==> config.mk <==
export PLATFORM = sky130hd
export DESIGN_NAME = channel_sched
export DESIGN_NICKNAME = d
export VERILOG_FILES = /design/src/rtl/channel_sched.sv
export SDC_FILE = /design/constraint.sdc
export NUM_CORES = 1
export LEC_CHECK = 0
export CORE_UTILIZATION = 52
export DETAILED_ROUTE_END_ITERATION = 10
export GPL_TIMING_DRIVEN = 1
export PLACE_DENSITY = 0.88
export SLEW_MARGIN = 20
export SYNTH_ARGS = -nofsm -noshare
export SYNTH_HDL_FRONTEND = slang
export SYNTH_SLANG_ARGS = --single-unit
==> constraint.sdc <==
create_clock -name clk -period 1.9 [get_ports clk]
set_clock_uncertainty 0.15 [all_clocks]
set_input_delay 0.38 -clock clk [delete_from_list [all_inputs] [get_ports clk]]
set_output_delay 0.38 -clock clk [all_outputs]
set_load 0.02 [all_outputs]
==> src/rtl/channel_sched.sv <==
// Round-robin arbiter and burst sequencer for the shared 10-bit transmit/receive channel.
// Drives the transmitter's enable/clr, counts receiver words and aborts stalled bursts.
module channel_sched #(
  parameter int BURST_LEN  = 8,
  parameter int CLR_CYCLES = 2,
  parameter int TIMEOUT    = 16,
  parameter int CNT_W      = 4
) (
  input  logic             clk,
  input  logic             clr_n,
  input  logic [1:0]       req,
  input  logic             data_valid,
  output logic             tran_enable,
  output logic             tran_clr,
  output logic [1:0]       grant,
  output logic [1:0]       done,
  output logic [1:0]       err,
  output logic [CNT_W-1:0] word_cnt
);

  typedef enum logic [2:0] {IDLE, CLEAR, RUN, DONE, ABORT} state_t;

  localparam int CLR_W = (CLR_CYCLES > 1) ? $clog2(CLR_CYCLES) : 1;
  localparam int TMR_W = $clog2(TIMEOUT);
  localparam logic [CLR_W-1:0] CLR_LAST = CLR_W'(CLR_CYCLES - 1);
  localparam logic [TMR_W-1:0] TMR_LAST = TMR_W'(TIMEOUT - 1);
  localparam logic [CNT_W-1:0] CNT_LAST = CNT_W'(BURST_LEN - 1);

  state_t           state;
  logic             rr_ptr;
  logic             pick;
  logic [CLR_W-1:0] clr_cnt;
  logic [TMR_W-1:0] timer;

  // Favoured requester wins if asking, otherwise the other one.
  always_comb begin
    pick = req[rr_ptr] ? rr_ptr : ~rr_ptr;
  end

  always_ff @(posedge clk or negedge clr_n) begin
    if (!clr_n) begin
      state       <= IDLE;
      rr_ptr      <= 1'b0;
      clr_cnt     <= '0;
      timer       <= '0;
      tran_enable <= 1'b0;
      tran_clr    <= 1'b0;
      grant       <= '0;
      done        <= '0;
      err         <= '0;
      word_cnt    <= '0;
    end else begin
      done <= '0;
      err  <= '0;
      case (state)
        IDLE: begin
          if (req != 2'b00) begin
            grant    <= pick ? 2'b10 : 2'b01;
            rr_ptr   <= ~pick;
            word_cnt <= '0;
            clr_cnt  <= '0;
            tran_clr <= 1'b1;
            state    <= CLEAR;
          end
        end
        CLEAR: begin
          if (clr_cnt == CLR_LAST) begin
            tran_clr    <= 1'b0;
            tran_enable <= 1'b1;
            timer       <= '0;
            state       <= RUN;
          end else begin
            clr_cnt <= clr_cnt + 1'b1;
          end
        end
        RUN: begin
          // A word arriving on the expiry cycle takes priority over the abort.
          if (data_valid) begin
            word_cnt <= word_cnt + 1'b1;
            timer    <= '0;
            if (word_cnt == CNT_LAST) begin
              tran_enable <= 1'b0;
              done        <= grant;
              state       <= DONE;
            end
          end else if (timer == TMR_LAST) begin
            tran_enable <= 1'b0;
            tran_clr    <= 1'b1;
            err         <= grant;
            state       <= ABORT;
          end else begin
            timer <= timer + 1'b1;
          end
        end
        DONE: begin
          grant <= '0;
          state <= IDLE;
        end
        ABORT: begin
          tran_clr <= 1'b0;
          grant    <= '0;
          state    <= IDLE;
        end
        default: state <= IDLE;
      endcase
    end
  end

endmodule

==> flow_summary.ini <==
[synth]
synthFlopType = sky130_fd_sc_hd__dfrtp_1
synth_enable_flop_cells = 0
post_synth_top_area_cell = sky130_fd_sc_hd__dfrtp_1
postSynthRegisterBits = 21
yosys-top-cells-area = sky130_fd_sc_hd__dfrtp_1 48%, sky130_fd_sc_hd__a21oi_1 4.1%, sky130_fd_sc_hd__inv_1 3.1%
yosys.cell_types.count = 43
post_synthesis_net_count = 114
ys_warn_count = 0
postSynth.asyncResetShare_pct = 100
synth_area_mm2 = 0.00110
avgSynthCellArea_um2 = 10.3
synth_top_cell_area_share_pct = 47.6
synthCells = 107
post_synthesis_sequential_area_ratio_pct = 47.6

[place]
globalplace.congestion = 0.759
post-place-ws_ns = -0.0605
dpl.hpwl_um = 1590
port_buffers = 16

[layout]
area_growth_pct = 22.2
fin_nets = 138
antenna-diode-count = 0
post_route_cells_drive_above_1_share_pct = 17.7

[global_route]
overflow = 0
grt_start_max_net_pins = 22
global_route.peak_usage_layer = met2
global_route.usage.total_pct = 21.3
grt.met2_usage_pct = 34.1
groute.layer.met1.usage_pct = 28.9
grt_antenna_before_repair = 0
grt.met3_usage_pct = 3.40
grt_pass1_wl_um = 3410
number_of_global_route_vias_before_repair = 781

[clock_tree]
htree_levels = 1
clk_pin_slew_worst_paths_ns = 0.12
maximum_clock_path_buffer_count = 2
cts_tree = done
clock_insertion_delay_worst_skew_ns = 0.30
cts_bufs_inserted = 3
post_cts_buffers = 0
tritoncts_num_sinks = 21
cts.root.buffer_cell = sky130_fd_sc_hd__clkbuf_4

[timing]
rsz0062_at_grt = false
post-route-period-util_pct = 97.2
final-setup-viol-count = 0
finalHoldWorstSlack_ns = 0.249
worst_slack_ns = 0.0539
period_needed_ns = 1.85
final-hold-violation-count = 0
max_freq_mhz = 542
timing_worst_slew_pin_value_ns = 0.376
timing.slew.headroom_pct = 74.3
total_negative_setup_slacks_ns = 0
slew_violations = 0

[floorplanning]
dieArea_mm2 = 0.00231
fp.coreArea_mm2 = 0.00198
start_util_pct = 55.7
fp-row-count = 16
die_width_um = 48.1
design.portCount = 17
die_y_um = 48.1

[power]
peakVddDrop_v = 0.000956
static-leakage-power_nw = 0.631
power_density_mw_per_mm2 = 1180

[setup_path]
slowest_stage_delay_cp_ns = 0.62
reg2reg_from = state[1]
path_class = reg2out
critical_path_peak_fanout = 4
timing.critical_path.from_type = flop
critPathRequiredTime_ns = 1.37
slowest_stage = sky130_fd_sc_hd__clkdlybuf4s50_1
crit-reg2reg-capture = timer[1]
ff2ff_path_depth = 3
cp_cell_sequence = clkdlybuf4s50_1
critPathTopFamily = buffers and inverters
cp_buf_inv_count = 1
critPathCaptureType = primary output
timing.reg2reg.setup_slack_ns = 0.28
critPathArrivalTime_ns = 1.32

[drt]
antenna_left = 0
wl_um = 2160
vias_per_cell = 5.86
routed_wire_length_per_instance_um = 13.8
drc = 0
drt_pass1_iterations = 4
drt_iter0_markers = 29
vias = 920

[run_status]
outcome = finished clean

[worst_hold_path]
hold_path_class = in2async

[flow_run]
maxCapViolations = 0
## state kept, by name, summed over array words and instances (netlist names), 2 cells and up
name and count:
timer 4, word_cnt 4, err 2, state 3
done 2, grant 2
## cells in the mapped netlist (3+ instances only)
master and instances:
sky130_fd_sc_hd__nor2_1 3, sky130_fd_sc_hd__a21oi_1 9, sky130_fd_sc_hd__nand3_1 4, sky130_fd_sc_hd__nand2_1 6, sky130_fd_sc_hd__inv_1 9, sky130_fd_sc_hd__or3_1 3
sky130_fd_sc_hd__dfrtp_1 21, sky130_fd_sc_hd__o21ai_0 3, sky130_fd_sc_hd__and2_1 3
## power by group
group / switching, mW / total [mW] / internal (mW)
clock network: 0.133 / 0.211 / 0.0783
registers: 0.126 / 0.682 / 0.556
logic: 0.388 / 0.700 / 0.312
total: 0.647 / 1.59 / 0.946
## metal layers
| metal | up-vias | share of wire, % |
|---|---|---|
| met4 | 0 | 0.74 |
| met5 | - | 0 |
| met1 | 458 | 46 |
| li1 | 437 | - |
| met3 | 2 | 3.4 |
| met2 | 23 | 49 |
## kinds of logic (layout without fill, tap and decap cells)
logic type | after synthesis | count (layout) | synth area share, %
AND/OR/NAND/NOR | 40 | 40 | 24.5
adder cells (fa/ha/maj) | 2 | 2 | 2.27
AO/OA/AOI/OAI | 31 | 31 | 19.4
buffers and inverters | 13 | 36 | 6.24
flip-flops | 21 | 21 | 47.6
## how the worst max path moves through the flow
stage                      from           to  slack (ns)  depth (start not counted)
CTS                 word_cnt[0]  word_cnt[0]        0.01                          1
finish              word_cnt[1]  word_cnt[1]        0.05                          1
floorplan              state[2]     timer[0]        0.42                          4
detailed placement   data_valid  word_cnt[0]       -0.06                          5
global route        word_cnt[1]  word_cnt[1]       0.002                          1
global placement     data_valid  word_cnt[0]        0.01                          5
## through the flow
| step | std cells | power [mW] | instance area (um2) | utilization (%) |
|---|---|---|---|---|
| floorplan | 107 | 1.17 | 1100 | - |
| global placement | 153 | 1.36 | 1320 | 66.4 |
| detailed placement | 153 | 1.39 | 1320 | 66.4 |
| CTS | 157 | 1.59 | 1340 | 67.6 |
| global route | 157 | 1.70 | 1350 | 68.1 |
| finish | 157 | 1.59 | 1350 | 68.1 |
## cell type report
class | instances | area, um2
Clock inverter | 1 | 5.00
Multi-Input combinational cell | 73 | 509
Clock buffer | 3 | 22.5
Sequential cell | 21 | 527
Inverter | 9 | 33.8
Fill cell | 149 | 633
Timing Repair Buffer | 23 | 218
Tap cell | 27 | 33.8
## layout by cell type, fill, tap and decap left out, types with 3 or more instances in the layout
| master | n |
|---|---|
| sky130_fd_sc_hd__a21oi_1 | 9 |
| sky130_fd_sc_hd__and2_1 | 3 |
| sky130_fd_sc_hd__buf_4 | 7 |
| sky130_fd_sc_hd__clkbuf_4 | 3 |
| sky130_fd_sc_hd__clkdlybuf4s50_1 | 11 |
| sky130_fd_sc_hd__dfrtp_1 | 20 |
| sky130_fd_sc_hd__dlymetal6s2s_1 | 3 |
| sky130_fd_sc_hd__inv_1 | 9 |
| sky130_fd_sc_hd__nand2_1 | 6 |
| sky130_fd_sc_hd__nand3_1 | 4 |
| sky130_fd_sc_hd__nor2_1 | 3 |
| sky130_fd_sc_hd__o21ai_0 | 3 |
| sky130_fd_sc_hd__or3_1 | 3 |
## worst register-to-register path: stages (launching register included)
cell,delay [ns]
sky130_fd_sc_hd__dfrtp_1,0.57
sky130_fd_sc_hd__or3b_4,0.46
sky130_fd_sc_hd__a22oi_2,0.25
sky130_fd_sc_hd__o21ai_2,0.08
## what timing repair did
| item | CTS | global route |
|---|---|---|
| gates cloned | 0 | 0 |
| endpoints found under the setup margin | 2 | 4 |
| gates resized for setup | 2 | 4 |
| hold buffers | 0 | 0 |
| hold endpoints to repair | 0 | 0 |
(Power assumes the default switching activity.)
